==> config.mk <==
export PLATFORM = sky130hd
export DESIGN_NAME = mo_line_buffer
export DESIGN_NICKNAME = d
export VERILOG_FILES = /design/src/rtl/mo_line_buffer.sv
export SDC_FILE = /design/constraint.sdc
export NUM_CORES = 2
export LEC_CHECK = 0
export BUFFER_PORTS_ARGS = -buffer_cell sky130_fd_sc_hd__buf_2
export CAP_MARGIN = 0
export CORE_ASPECT_RATIO = 1.25
export CORE_MARGIN = 2
export CORE_UTILIZATION = 57
export CTS_CLUSTER_DIAMETER = 60
export DETAILED_ROUTE_END_ITERATION = 8
export PLACE_DENSITY_LB_ADDON = 0.3
export SYNTH_ARGS = -nofsm -noshare
export SYNTH_HDL_FRONTEND = slang
export SYNTH_SLANG_ARGS = --single-unit
==> constraint.sdc <==
create_clock -name clk -period 6.6 [get_ports clk]
set_input_delay 1.32 -clock clk [delete_from_list [all_inputs] [get_ports clk]]
set_output_delay 1.32 -clock clk [all_outputs]
set_load 0.01 [all_outputs]
==> src/rtl/mo_line_buffer.sv <==
// Double-buffered motion-object line buffer: one RAM takes sprite pixels while the
// other is scanned out and erased behind the beam; banks swap on line_start.
module mo_line_buffer #(
    parameter int PIXW = 4,
    parameter int AW   = 8
) (
    input  logic            clk,
    input  logic            reset,
    input  logic            ce5,
    input  logic            line_start,
    input  logic [AW-1:0]   addr1,
    input  logic [AW-1:0]   addr2,
    input  logic [PIXW-1:0] wr_pix,
    input  logic            wr_en,
    output logic [PIXW-1:0] pix_out,
    output logic            bank,
    output logic            busy
);

    localparam int DEPTH = 1 << AW;

    typedef enum logic {
        ST_CLEAR = 1'b0,
        ST_RUN   = 1'b1
    } state_t;

    state_t          state, state_next;
    logic [AW-1:0]   sweep, sweep_next;
    logic            bank_next;
    logic [PIXW-1:0] pix_next;

    logic [PIXW-1:0] ram1 [DEPTH];
    logic [PIXW-1:0] ram2 [DEPTH];

    logic            we1, we2;
    logic [AW-1:0]   wa1, wa2;
    logic [PIXW-1:0] wd1, wd2;
    logic            pix_wr;

    // Transparent pixels never write, so whatever is underneath survives.
    assign pix_wr = wr_en && (wr_pix != '0);
    assign busy   = (state == ST_CLEAR);

    always_comb begin
        state_next = state;
        sweep_next = sweep;
        bank_next  = bank;
        pix_next   = pix_out;
        we1        = 1'b0;
        we2        = 1'b0;
        wa1        = addr1;
        wa2        = addr2;
        wd1        = '0;
        wd2        = '0;
        case (state)
            ST_CLEAR: begin
                we1        = 1'b1;
                we2        = 1'b1;
                wa1        = sweep;
                wa2        = sweep;
                sweep_next = sweep + AW'(1);
                if (sweep == {AW{1'b1}}) state_next = ST_RUN;
            end
            ST_RUN: begin
                if (ce5) begin
                    // Read bank is read-first and erased; write bank takes the sprite pixel.
                    if (!bank) begin
                        pix_next = ram2[addr2];
                        we2      = 1'b1;
                        we1      = pix_wr;
                        wd1      = wr_pix;
                    end else begin
                        pix_next = ram1[addr1];
                        we1      = 1'b1;
                        we2      = pix_wr;
                        wd2      = wr_pix;
                    end
                    if (line_start) bank_next = ~bank;
                end
            end
            default: state_next = ST_CLEAR;
        endcase
    end

    always_ff @(posedge clk or posedge reset) begin
        if (reset) begin
            state   <= ST_CLEAR;
            sweep   <= '0;
            bank    <= 1'b0;
            pix_out <= '0;
        end else begin
            state   <= state_next;
            sweep   <= sweep_next;
            bank    <= bank_next;
            pix_out <= pix_next;
        end
    end

    always_ff @(posedge clk) begin
        if (we1) ram1[wa1] <= wd1;
        if (we2) ram2[wa2] <= wd2;
    end

endmodule

Yosys cells after proc, flatten, opt, wreduce, memory -nomap -nowiden

Memories as Yosys holds them, arrays and structs flattened.
Cells that the tools add are included.

Mux-type cells: 21
Reductions and logical operators: 4
Bitwise gates (word level): 2
$add $sub $neg: 1
Equal/unequal tests: 1

Operators by type and width:

| kind                  | count |
|---|---|
| $mux W4               | 7 |
| $mux W8               | 2 |
| $mux W1               | 10 |
| $add A8 B1 Y8 const B | 1 |
| $eq A8 B8 Y1 const B  | 1 |
| $pmux W1 S2           | 2 |
| $reduce_bool A4 Y1    | 1 |
| $reduce_and A3 Y1     | 1 |
| $not A1 Y1            | 2 |
| $reduce_and A2 Y1     | 1 |
| $logic_and A1 B1 Y1   | 1 |

Register bits: 14
Memory bits (writable): 2048
Input bits: 25
Memories: 2
Word-level logic and storage cells: 35

Memories:

| name | words | width | rd ports | clocked after Yosys merged registers in | wr ports | line | text |
|---|---|---|---|---|---|---|---|
| ram1 | 256   | 4     | 1        | 0                                       | 1        | 32   | `logic [PIXW-1:0] ram1 [DEPTH];` |
| ram2 | 256   | 4     | 1        | 0                                       | 1        | 33   | `logic [PIXW-1:0] ram2 [DEPTH];` |

Longest topological paths before layout

Word-level depth: 7
Depth in mapped cells: 13

Worst setup path before layout

Ideal clock, no wire load.

Kind: input-to-reg
Start: input port ce5
End: memory ram1[0][0] (data pin)
Buffers on the path: 0
Path slack: 0.812 ns
Library setup time: 0.871 ns
Required time: 5.729 ns
Arrival time: 4.917 ns
Cell stages on the path: 3
Cell sequence: nand2_1 -> nor2_1 -> and2_1

Cells in the longest elaborated chain, start to end: 2

Ends and longest elaborated chain:

| what        | line | text |
|---|---|---|
| from (decl) | 9    | `input logic ce5,` |
| $mux W4     | 65   | `if (ce5) begin` |
| $mux W4     | 55   | `case (state)` |
| via wd1[0]  | 37   | `logic [PIXW-1:0] wd1, wd2;` |
| to (decl)   | 32   |  |

The timed path passes the listed nets, and every way through them passes these cells.

Worst setup path after layout

Start: register state
End: memory ram2[13][3], enable pin

Cells in the longest elaborated chain, start to end: 4

Ends and longest elaborated chain:

| what                          | line | text |
|---|---|---|
| from (decl)                   | 27   | `state_t state, state_next;` |
| from (signal assigned)        | 92   | `state <= state_next;` |
| $not A1 Y1                    | -    |  |
| $pmux W1 S2                   | 55   |  |
| $mux W1                       | 101  | `if (we2) ram2[wa2] <= wd2;` |
| $mux W1 (implied by the code) | 101  |  |
| to (decl)                     | 33   |  |

Parallel ways exist; a longest one is shown, timed or not.

==> metrics.txt <==
vias per cell 6.84; CP Launch Point state; library cells used by synthesis 71; die area 0.148 sq mm; MaxCap Viol Count 0; register area share after synthesis 75.1%; Leak 24.1 nW; postcts setup bufs 0; fraction of layout cells with a size suffix above 1 18.9%; Total GRT Usage 29.7%; Post-CTS Resized 0; Fin. Hold Viols 0; H-tree levels 4; worst-case clock buffer depth 3; CP Class reg -> reg; Main synth FF type edfxtp_1; wl on met1 73.6 mm; Avg Inst Size Synth 19.0 sq um; pins over their slew limit 147; CP required 7.06 ns; Setup Viol. Count Final 0; GRT overflow 0; Die Y 429 um; first-pass detailed-route iteration total 6; Die W 344 um; most frequent cells after synthesis edfxtp_1 (2048), nor2_1 (562), mux4_2 (434), mux2i_1 (209), nand2_1 (171); DR top layer met5; Post-synth EDFFs 2048; share of the core filled with cells 63.0%; nets 4418; PwrDens 281 mW/mm^2; Mapped Area 0.0824 sq mm; Synth area leaders edfxtp_1 (75%), mux4_2 (12%), nor2_1 (2.6%); # rows 155; synth warn 0; worst r2r src state; Slew headroom -14.1%; final worst path period need 5.04 ns; first-pass GRT wire length 311 mm; # DRC 0; WL/cell 33.8 um; max frequency 0.199 GHz; number of CTS-inserted buffers 186; HP Start sweep[4]; largest net degree at the start of global routing 257; area leader, netlist edfxtp_1; initial antenna violation count 10; failing checks max-slew violations; RSZ-0062 raised after global routing no; R2R depth 4; vias in the first global route 43896; CTS tree yes; most common cell in the netlist edfxtp_1; Setup TNS 0 ns; status finished with violations; core area 0.143 sq mm; clock-pin slew on the worst setup and hold paths 0.06 ns; post-route total power 0.0253 W; Setup crit end kind flip-flop; WL met3 23.1 mm; Post-Syn Instances 4340; worst-skew pair later-pin latency 0.84 ns; peak supply drop 0.278 mV; Startpoint Class flip-flop; final WL 217 mm; measured slew at the worst slew-check pin 1.71 ns; Top Ports 31; hold depth 1; final worst path period share 76.3%; critical path peak fanout 38; DP Wirelength 136 mm; Critical Path AT 5.49 ns; CTS root buffer clkbuf_16; Starting Density 57.5%; FILL cells 9689; buffers added on ports 30; syn nets 4366; DRT iter0 DRCs 6355; GPL Wtd Cong 0.949; fraction of registers with async set/reset 0.679%; worst hold margin 0.586 ns; clk_skew 0.0332 ns; hold crit path type reg -> reg; post-route ant nets 0; Synth Register Bits 2062; area grow syn2layout 9.49%; CTS sink cnt 2062; DR vias 43952; met2 wire length 105 mm; cts hold-fix bufs 0; top cell type's share of synthesized area 74.7%
-- placed cells by master (no fill, tap or decap), types with 8 or more instances in the layout --
master	count
clkbuf_16	187
buf_12	16
clkbuf_1	41
buf_2	22
a22oi_1	62
buf_4	88
nor3_1	24
nand2_1	164
bufinv_16	12
inv_1	12
o211ai_1	8
a22o_1	12
a31oi_1	11
a21oi_1	58
o31ai_1	11
a2111oi_0	10
dfrtp_1	14
a221oi_1	19
nand4_1	13
mux4_2	434
o22ai_1	53
edfxtp_1	2048
o21ai_0	40
nand2b_1	11
nor2_1	560
nor4_1	12
nor2b_1	18
o221ai_1	40
clkinv_2	30
nand3_1	62
a211oi_1	12
mux2_2	20
clkinv_1	51
mux2i_1	209
-- cell families (layout without fill, tap and decap cells) --
logic type	count (synthesis)	after routing	synth area share [%]
compound gates	385	385	3.32
xor+xnor	8	8	0.0851
fa+ha+maj	1	1	0.0152
buf+inv	283	481	1.92
flops	2062	2062	75.1
mux	665	665	14.7
other cells	0	4	0
simple gates	936	936	4.81
-- stage by stage --
stage | std cells | instance area (sq um) | worst slack (ns)
after floorplan | 4340 | 82400 | 0.812
after global placement | 6088 | 84400 | 1.15
after detailed placement | 6088 | 84400 | 1.19
after CTS | 6422 | 90200 | 1.79
after global routing | 6422 | 90200 | 1.33
final | 6426 | 90200 | 1.56
-- layout make-up --
| class | count | area, sq um | area share, % |
|---|---|---|---|
| Sequential cell | 2062 | 61800 | 68.6 |
| Multi-Input combinational cell | 1995 | 19000 | 21.1 |
| Clock buffer | 228 | 4830 | 5.36 |
| Tap cell | 1884 | 2360 | 2.61 |
| Timing Repair Buffer | 130 | 1150 | 1.28 |
| Clock inverter | 106 | 925 | 1.03 |
| Inverter | 17 | 63.8 | 0.0708 |
| Antenna cell | 4 | 10.0 | 0.0111 |
-- power breakdown --
| group | total (W) | leakage [nW] | internal [W] | switching, W |
|---|---|---|---|---|
| Combinational | 0.000768 | 6.02 | 0.000261 | 0.000507 |
| Sequential | 0.0142 | 15.2 | 0.0142 | 0 |
| Clock | 0.0104 | 2.81 | 0.00568 | 0.00470 |
| Total | 0.0253 | 24.1 | 0.0201 | 0.00521 |
-- flip-flops by register name (all words and copies together), names as in the netlist --
register / count
state: 1
ram1: 1024
bank: 1
pix_out: 4
ram2: 1024
sweep: 8
-- final timing paths --
kind,end,slack (ns)
max,ram2[13][3],1.56
min,sweep[4],0.59
max reg2reg,ram2[13][3],1.56
min reg2reg,sweep[4],0.59
max in group asynchronous,sweep[5],5.31
min in group asynchronous,pix_out[0],0.71
-- worst max-delay path, stage by stage (launching register included) --
cell and delay [ns]:
dfrtp_1 1.11, clkinv_1 0.87, o31ai_1 0.91, nand3_1 1.07
nor2_1 0.67
-- layer usage --
metal / GRT usage, % / up-vias
li1: - / 17731
met4: 18.0 / 12
met1: 37.5 / 22450
met3: 7.06 / 714
met5: 0 / -
met2: 47.0 / 3045
Note: power is estimated with default switching activity, not from simulation.
